File: config.mk
export PLATFORM = sky130hd
export DESIGN_NAME = branch_unit
export DESIGN_NICKNAME = d
export VERILOG_FILES = /design/src/rtl/branch_unit.sv
export SDC_FILE = /design/constraint.sdc
export NUM_CORES = 2
export LEC_CHECK = 0
export CORE_UTILIZATION = 50
export DETAILED_ROUTE_END_ITERATION = 10
export PLACE_DENSITY = 0.7
export SYNTH_ARGS = -nofsm -noshare
export SYNTH_HDL_FRONTEND = slang
export SYNTH_SLANG_ARGS = --single-unit
File: constraint.sdc
create_clock -name CLK -period 6.8 [get_ports CLK]
set_clock_uncertainty 0.1 [all_clocks]
set_input_delay 1.36 -clock CLK [delete_from_list [all_inputs] [get_ports CLK]]
set_output_delay 1.36 -clock CLK [all_outputs]
set_load 0.05 [all_outputs]
File: src/rtl/branch_unit.sv
// rtl/branch_unit.sv - program counter with run-time target tables and optional return-address stack (BRANCH_UNIT_RAS_EN)
module branch_unit #(
   parameter int PC_W      = 16,
   parameter int SEL_W     = 5,
   parameter int RAS_DEPTH = 4
) (
   input  logic                         CLK,
   input  logic                         reset,
   input  logic                         stall,
   input  logic                         br_abs,
   input  logic                         br_rel_z,
   input  logic                         br_rel_nz,
   input  logic                         call,
   input  logic                         ret,
   input  logic                         halt,
   input  logic                         zero_flag,
   input  logic [SEL_W-1:0]             sel,
   input  logic                         tbl_we,
   input  logic                         tbl_rel,
   input  logic [SEL_W-1:0]             tbl_waddr,
   input  logic [PC_W-1:0]              tbl_wdata,
   output logic [PC_W-1:0]              pc,
   output logic                         done,
   output logic [$clog2(RAS_DEPTH):0]   ras_count,
   output logic                         ras_ovf,
   output logic                         ras_unf
);

   localparam int N_ENT = 2**SEL_W;

   logic [PC_W-1:0] abs_tbl [N_ENT];
   logic [PC_W-1:0] rel_tbl [N_ENT];

   logic [PC_W-1:0] pc_inc;
   logic [PC_W-1:0] abs_tgt;
   logic [PC_W-1:0] rel_tgt;
   logic [PC_W-1:0] pc_next;
   logic            done_next;
   logic            advance;
   logic            rel_taken;

   assign pc_inc    = pc + 1'b1;
   assign abs_tgt   = abs_tbl[sel];
   assign rel_tgt   = pc + rel_tbl[sel];
   assign rel_taken = (br_rel_z && zero_flag) || (br_rel_nz && !zero_flag);
   assign advance   = !stall && !done;

`ifdef BRANCH_UNIT_RAS_EN
   localparam int PTR_W = $clog2(RAS_DEPTH);
   localparam logic [PTR_W:0]   CNT_FULL = (PTR_W+1)'(RAS_DEPTH);
   localparam logic [PTR_W:0]   CNT_ONE  = (PTR_W+1)'(1);
   localparam logic [PTR_W-1:0] PTR_ONE  = PTR_W'(1);

   logic [PC_W-1:0]  ras_mem [RAS_DEPTH];
   logic [PTR_W-1:0] sp;   // next write slot; top of stack is sp-1
   logic [PC_W-1:0]  ras_top;
   logic             do_push;
   logic             do_pop;
   logic             unf_set;

   assign ras_top = ras_mem[sp - PTR_ONE];
`endif

   // Next-PC selection in priority order: halt, ret, call, absolute, relative, sequential
   always_comb begin
      pc_next   = pc;
      done_next = done;
`ifdef BRANCH_UNIT_RAS_EN
      do_push   = 1'b0;
      do_pop    = 1'b0;
      unf_set   = 1'b0;
`endif
      if (halt) begin
         done_next = 1'b1;
      end else if (ret) begin
`ifdef BRANCH_UNIT_RAS_EN
         if (ras_count != '0) begin
            pc_next = ras_top;
            do_pop  = 1'b1;
         end else begin
            pc_next = pc_inc;
            unf_set = 1'b1;
         end
`else
         pc_next = pc_inc;
`endif
      end else if (call) begin
         pc_next = abs_tgt;
`ifdef BRANCH_UNIT_RAS_EN
         do_push = 1'b1;
`endif
      end else if (br_abs) begin
         pc_next = abs_tgt;
      end else if (rel_taken) begin
         pc_next = rel_tgt;
      end else begin
         pc_next = pc_inc;
      end
   end

   // Target tables: cleared on reset, writable regardless of stall or done
   always_ff @(posedge CLK) begin
      if (reset) begin
         for (int i = 0; i < N_ENT; i++) begin
            abs_tbl[i] <= '0;
            rel_tbl[i] <= '0;
         end
      end else if (tbl_we) begin
         if (tbl_rel) rel_tbl[tbl_waddr] <= tbl_wdata;
         else         abs_tbl[tbl_waddr] <= tbl_wdata;
      end
   end

   // PC and halt state move only when neither stalled nor already halted
   always_ff @(posedge CLK) begin
      if (reset) begin
         pc   <= '0;
         done <= 1'b0;
      end else if (advance) begin
         pc   <= pc_next;
         done <= done_next;
      end
   end

`ifdef BRANCH_UNIT_RAS_EN
   // Stack pointer, occupancy and sticky error flags
   always_ff @(posedge CLK) begin
      if (reset) begin
         sp        <= '0;
         ras_count <= '0;
         ras_ovf   <= 1'b0;
         ras_unf   <= 1'b0;
      end else if (advance) begin
         if (do_push) begin
            sp <= sp + PTR_ONE;
            if (ras_count == CNT_FULL) ras_ovf   <= 1'b1;
            else                       ras_count <= ras_count + CNT_ONE;
         end
         if (do_pop) begin
            sp        <= sp - PTR_ONE;
            ras_count <= ras_count - CNT_ONE;
         end
         if (unf_set) ras_unf <= 1'b1;
      end
   end

   // Stack storage; when full the slot at sp holds the oldest entry, so a push overwrites it
   always_ff @(posedge CLK) begin
      if (!reset && advance && do_push) ras_mem[sp] <= pc_inc;
   end
`else
   assign ras_count = '0;
   assign ras_ovf   = 1'b0;
   assign ras_unf   = 1'b0;
`endif

endmodule

; Word-level counts from Yosys, hierarchy flattened
; Memory sizes are Yosys's and may differ from the RTL's.
; Index checks and enable logic that the tools add are counted.
; Widths: inputs -> output; s select.
[totals]
ram_bits = 1024
ff_bits = 17
wordCells = 38
memories = 2
[classes]
bitwise_logic = 1
n_mux = 20
reduce_logical = 11
add_sub_neg = 2
[memory_table]
columns = name, words, word_bits, read_ports, rd_ports_with_merged_regs, write_ports, line_no
row1 = abs_tbl, 32, 16, 1, 0, 32, 31  ; logic [PC_W-1:0] abs_tbl [N_ENT];
row2 = rel_tbl, 32, 16, 1, 0, 32, 32  ; logic [PC_W-1:0] rel_tbl [N_ENT];
[ops]
columns = cell, n
row1 = $mux 16, 6
row2 = $reduce_or 16->1, 2
row3 = $add 16x1->16 const B, 1
row4 = $add 16x16->16, 1
row5 = $mux 1, 12
row6 = $mux 5, 2
row7 = $reduce_and 2->1, 2
row8 = $logic_and 1x1->1, 3
row9 = $logic_not 1->1, 3
row10 = $logic_or 1x1->1, 1
row11 = $not 1->1, 1

; Logic depth before layout (Yosys ltp)
[depth]
ltp_word = 7
mapped_depth = 18
ltp_nobuf = 13

; Least setup slack after synthesis
; OpenSTA, ideal clock, no wires.
[synth_path]
kind = input to register
from = input sel[1]
to = register pc[10]
stages = 17
slack_ps = 1370
t_required_ps = 6614
arrival_time_ps = 5245
cell_sequence = buf_2 buf_2 clkbuf_1 clkbuf_1 mux4_2 mux4_2 mux2_2 ha_1 inv_1 fa_1 nor2b_1 o31ai_1 a211oi_1 nor3_1 xor2_1 o221a_2 a211oi_1
[synth_between]
elab_chain_cells = 6
elab_cells_between_ends = 7
cone_classes = add/sub (1) / mux (4) / memory (2)
[synth_lines]
columns = element, line_no
row1 = from (decl), 17  ; input logic [SEL_W-1:0] sel,
row2 = $mem_v2 32x16, n/a
row3 = $add 16x16->16, 44  ; assign rel_tgt = pc + rel_tbl[sel];
row4 = $mux 16, 94  ; end else if (rel_taken) begin
row5 = $mux 16, 92  ; end else if (br_abs) begin
row6 = $mux 16 *, 87  ; end else if (call) begin
row7 = $mux 16 *, 75  ; end else if (ret) begin
row8 = to (signal assigned), 120  ; pc <= pc_next;
row9 = to (decl), 22  ; output logic [PC_W-1:0] pc,
; Every way passes the cells marked *; elsewhere a longest branch is shown, timed or not.
; A chain may end at the register's enable or synchronous reset.

; Worst setup path in the final report
[layout_path]
from = input sel[0]
to = register pc[10]
; The elaborated chain is that of the path after synthesis.

==> impl_metrics.ini <==
[clocking]
postCtsHoldBufs = 0
cts_tree = yes
post_cts_resized = 0
clkTransAtPathRegs_ps = 70
htreeDepth = 3
clock_sinks = 1041
cts_setup_buffers = 0
cts_buffer_depth = 3
clockRootBuffer = clkbuf_16
insertion_delay_ps = 690
cts_buffers = 106

[synth]
ys_seq_area_frac = 0.639
yosysWarnings = 0
synth_cells = 3097
synthArstFlopShare = 0
synthDistinctLibCells = 64
netlist_area_um2 = 48600
synthFlopType = edfxtp_1
syn_avg_cell_area_um2 = 15.7
synth-seq-cells = 1041
synth-edff-count = 1024

[setup_path]
cp-end-kind = flop
worstPathArrival_ps = 5490
r2r_slack_ps = 2780
crit_path_start_kind = input pin
cp_max_fo = 27
path_cells = buf_8, buf_12, mux4_2, mux4_2, mux2_2, ha_1, inv_1, fa_1, nor2b_1, o31ai_1, a211oi_1, nor3_1, xor2_1, o221a_2, a211oi_1
cpMaxStageDelayCell = mux4_2
cp.buffers_inverters = 3
crit_family = multiplexers
critPathMaxStageDelay_ps = 530
worstPathRequired_ps = 7290
crit_type = input pin to flop

[job]
maxCapViolations = 0

[timing]
fin_crit_ps = 5000
min_period_over_period = 0.735
slew-limit-headroom = 0.184
rsz0062_at_grt = false
hold_viol_final = 0
finalSetupViolCount = 0
tightestPinTransition_ps = 1220
maxSlewViolCount = 0
tns_ps = 0
timing.fmax_mhz = 200

[floorplanning]
die_h_um = 314
rows = 114
die_width_um = 314
dieArea_um2 = 98500
initial_utilization = 0.504
num_io_pins = 60
core_um2 = 96600

[drt]
routed_wl_mm = 125
firstDrtPassIters = 6
vias = 26811
ant_nets = 0
wl_per_cell_um = 28.0
drc_errors = 0
vias_per_cell = 6.02
drt-initial-drc-count = 3121

[cells_and_area]
final_layout_size_suffix_gt1_frac = 0.213
nets = 3139
fin_util = 0.555
mostFrequentLayoutCells = and2_1 (1025), edfxtp_1 (1024), mux4_2 (317), clkbuf_16 (108), buf_4 (95)
syn_to_final_growth_pct = 10.3
final_common_cell = and2_1

[power]
powerDensity_nw_per_um2 = 268
vdd_drop_max_v = 0.000193
p_leak_uw = 0.0185

[global_route]
grt_pass1_vias = 26934
grt_max_degree = 83
track_usage = 0.255
antenna_found_initial = 10
grt_pass1_wl_mm = 182
grt.overflow.total = 0

[hold_path]
hold_path.class = flop to flop

[placed_design]
io_buffers = 54
place_congestion = 0.886
hpwl_mm = 75.4

[status]
status = completed
[stage by stage]
step,hold WS [ps],power (µW),std cells,setup slack [ps],area (µm²)
after CTS,443,14400,4446,1840,53600
after global routing,464,14700,4447,1560,53600
final,436,14400,4451,1800,53600
after detailed placement,426,8830,4252,1120,50300
after global placement,414,8790,4252,1150,50300
after floorplan,626,8350,3101,1370,48600
[layer usage]
| metal | global-route usage | vias to the layer above | part of all wire |
|---|---|---|---|
| met1 | 0.350 | 14043 | 0.40 |
| li1 | - | 11426 | - |
| met4 | 0.0819 | 4 | 0.028 |
| met5 | 0 | - | 0.00026 |
| met2 | 0.411 | 1154 | 0.48 |
| met3 | 0.0521 | 184 | 0.087 |
[power by group]
part | leakage (µW) | switching, µW | internal (µW)
sequential | 0.00987 | 106 | 7370
combinational | 0.00699 | 742 | 482
clock | 0.00163 | 2430 | 3230
[synthesized netlist by cell type, drive strengths merged, types with 4 or more instances]
cell	count	share of area
clkbuf	201	0.016
nor2	87	0.0067
o21ai	19	0.0020
nor2b	8	0.0010
and2	1025	0.13
a211oi	9	0.0014
dfxtp	17	0.0070
xor2	8	0.0014
mux4	317	0.15
a21oi	30	0.0031
or3	5	0.00064
xnor2	7	0.0013
mux2	20	0.0046
mux2i	17	0.0035
buf	77	0.0099
nand2	32	0.0025
nor3	16	0.0016
or2	67	0.0086
inv	10	0.00077
ha	16	0.0041
nand3b	5	0.00077
edfxtp	1024	0.63
nand3	15	0.0015
a21o	6	0.00093
a2111oi	4	0.00075
[worst min-delay path, cell delays in order, from the launching register on]
cell and delay (ps):
dfxtp_1 370, a21oi_1 60, nor2_1 70
[cell families (layout without fill, tap and decap cells)]
kind of cell	Yosys count	count (layout)	share of synthesized area
flops	1041	1041	0.639
compound gates	102	102	0.0141
other cells	1	10	0.0000771
fa+ha+maj	17	17	0.00453
simple gates	1278	1278	0.158
buf+inv	289	358	0.0262
xor+xnor	15	15	0.00270
mux	354	354	0.155
[flip-flops by register name (all words and copies together) (netlist names)]
signal / cells
abs_tbl: 512
rel_tbl: 512
done: 1
pc: 16
[cell type report]
class,count,area (µm²)
flip-flops and latches,1041,31100
inverters,11,41.3
repair buffers,153,1270
clock buffers,129,2780
diodes,5,12.5
clock inverters,65,549
multi-input cells,1771,16300
fillers,7353,42900
well taps,1276,1600
[worst paths after layout]
kind	startpoint	to	cells past startpoint
max reg2reg	rel_tbl[30][0]$_SDFFCE_PN0P_	pc[10]$_SDFFE_PP0P_	13
min reg2reg	done$_SDFFE_PP0P_	done$_SDFFE_PP0P_	2
min	done$_SDFFE_PP0P_	done$_SDFFE_PP0P_	2
max	sel[0]	pc[10]$_SDFFE_PP0P_	15
No activity file was read; power rests on OpenSTA's default activity.
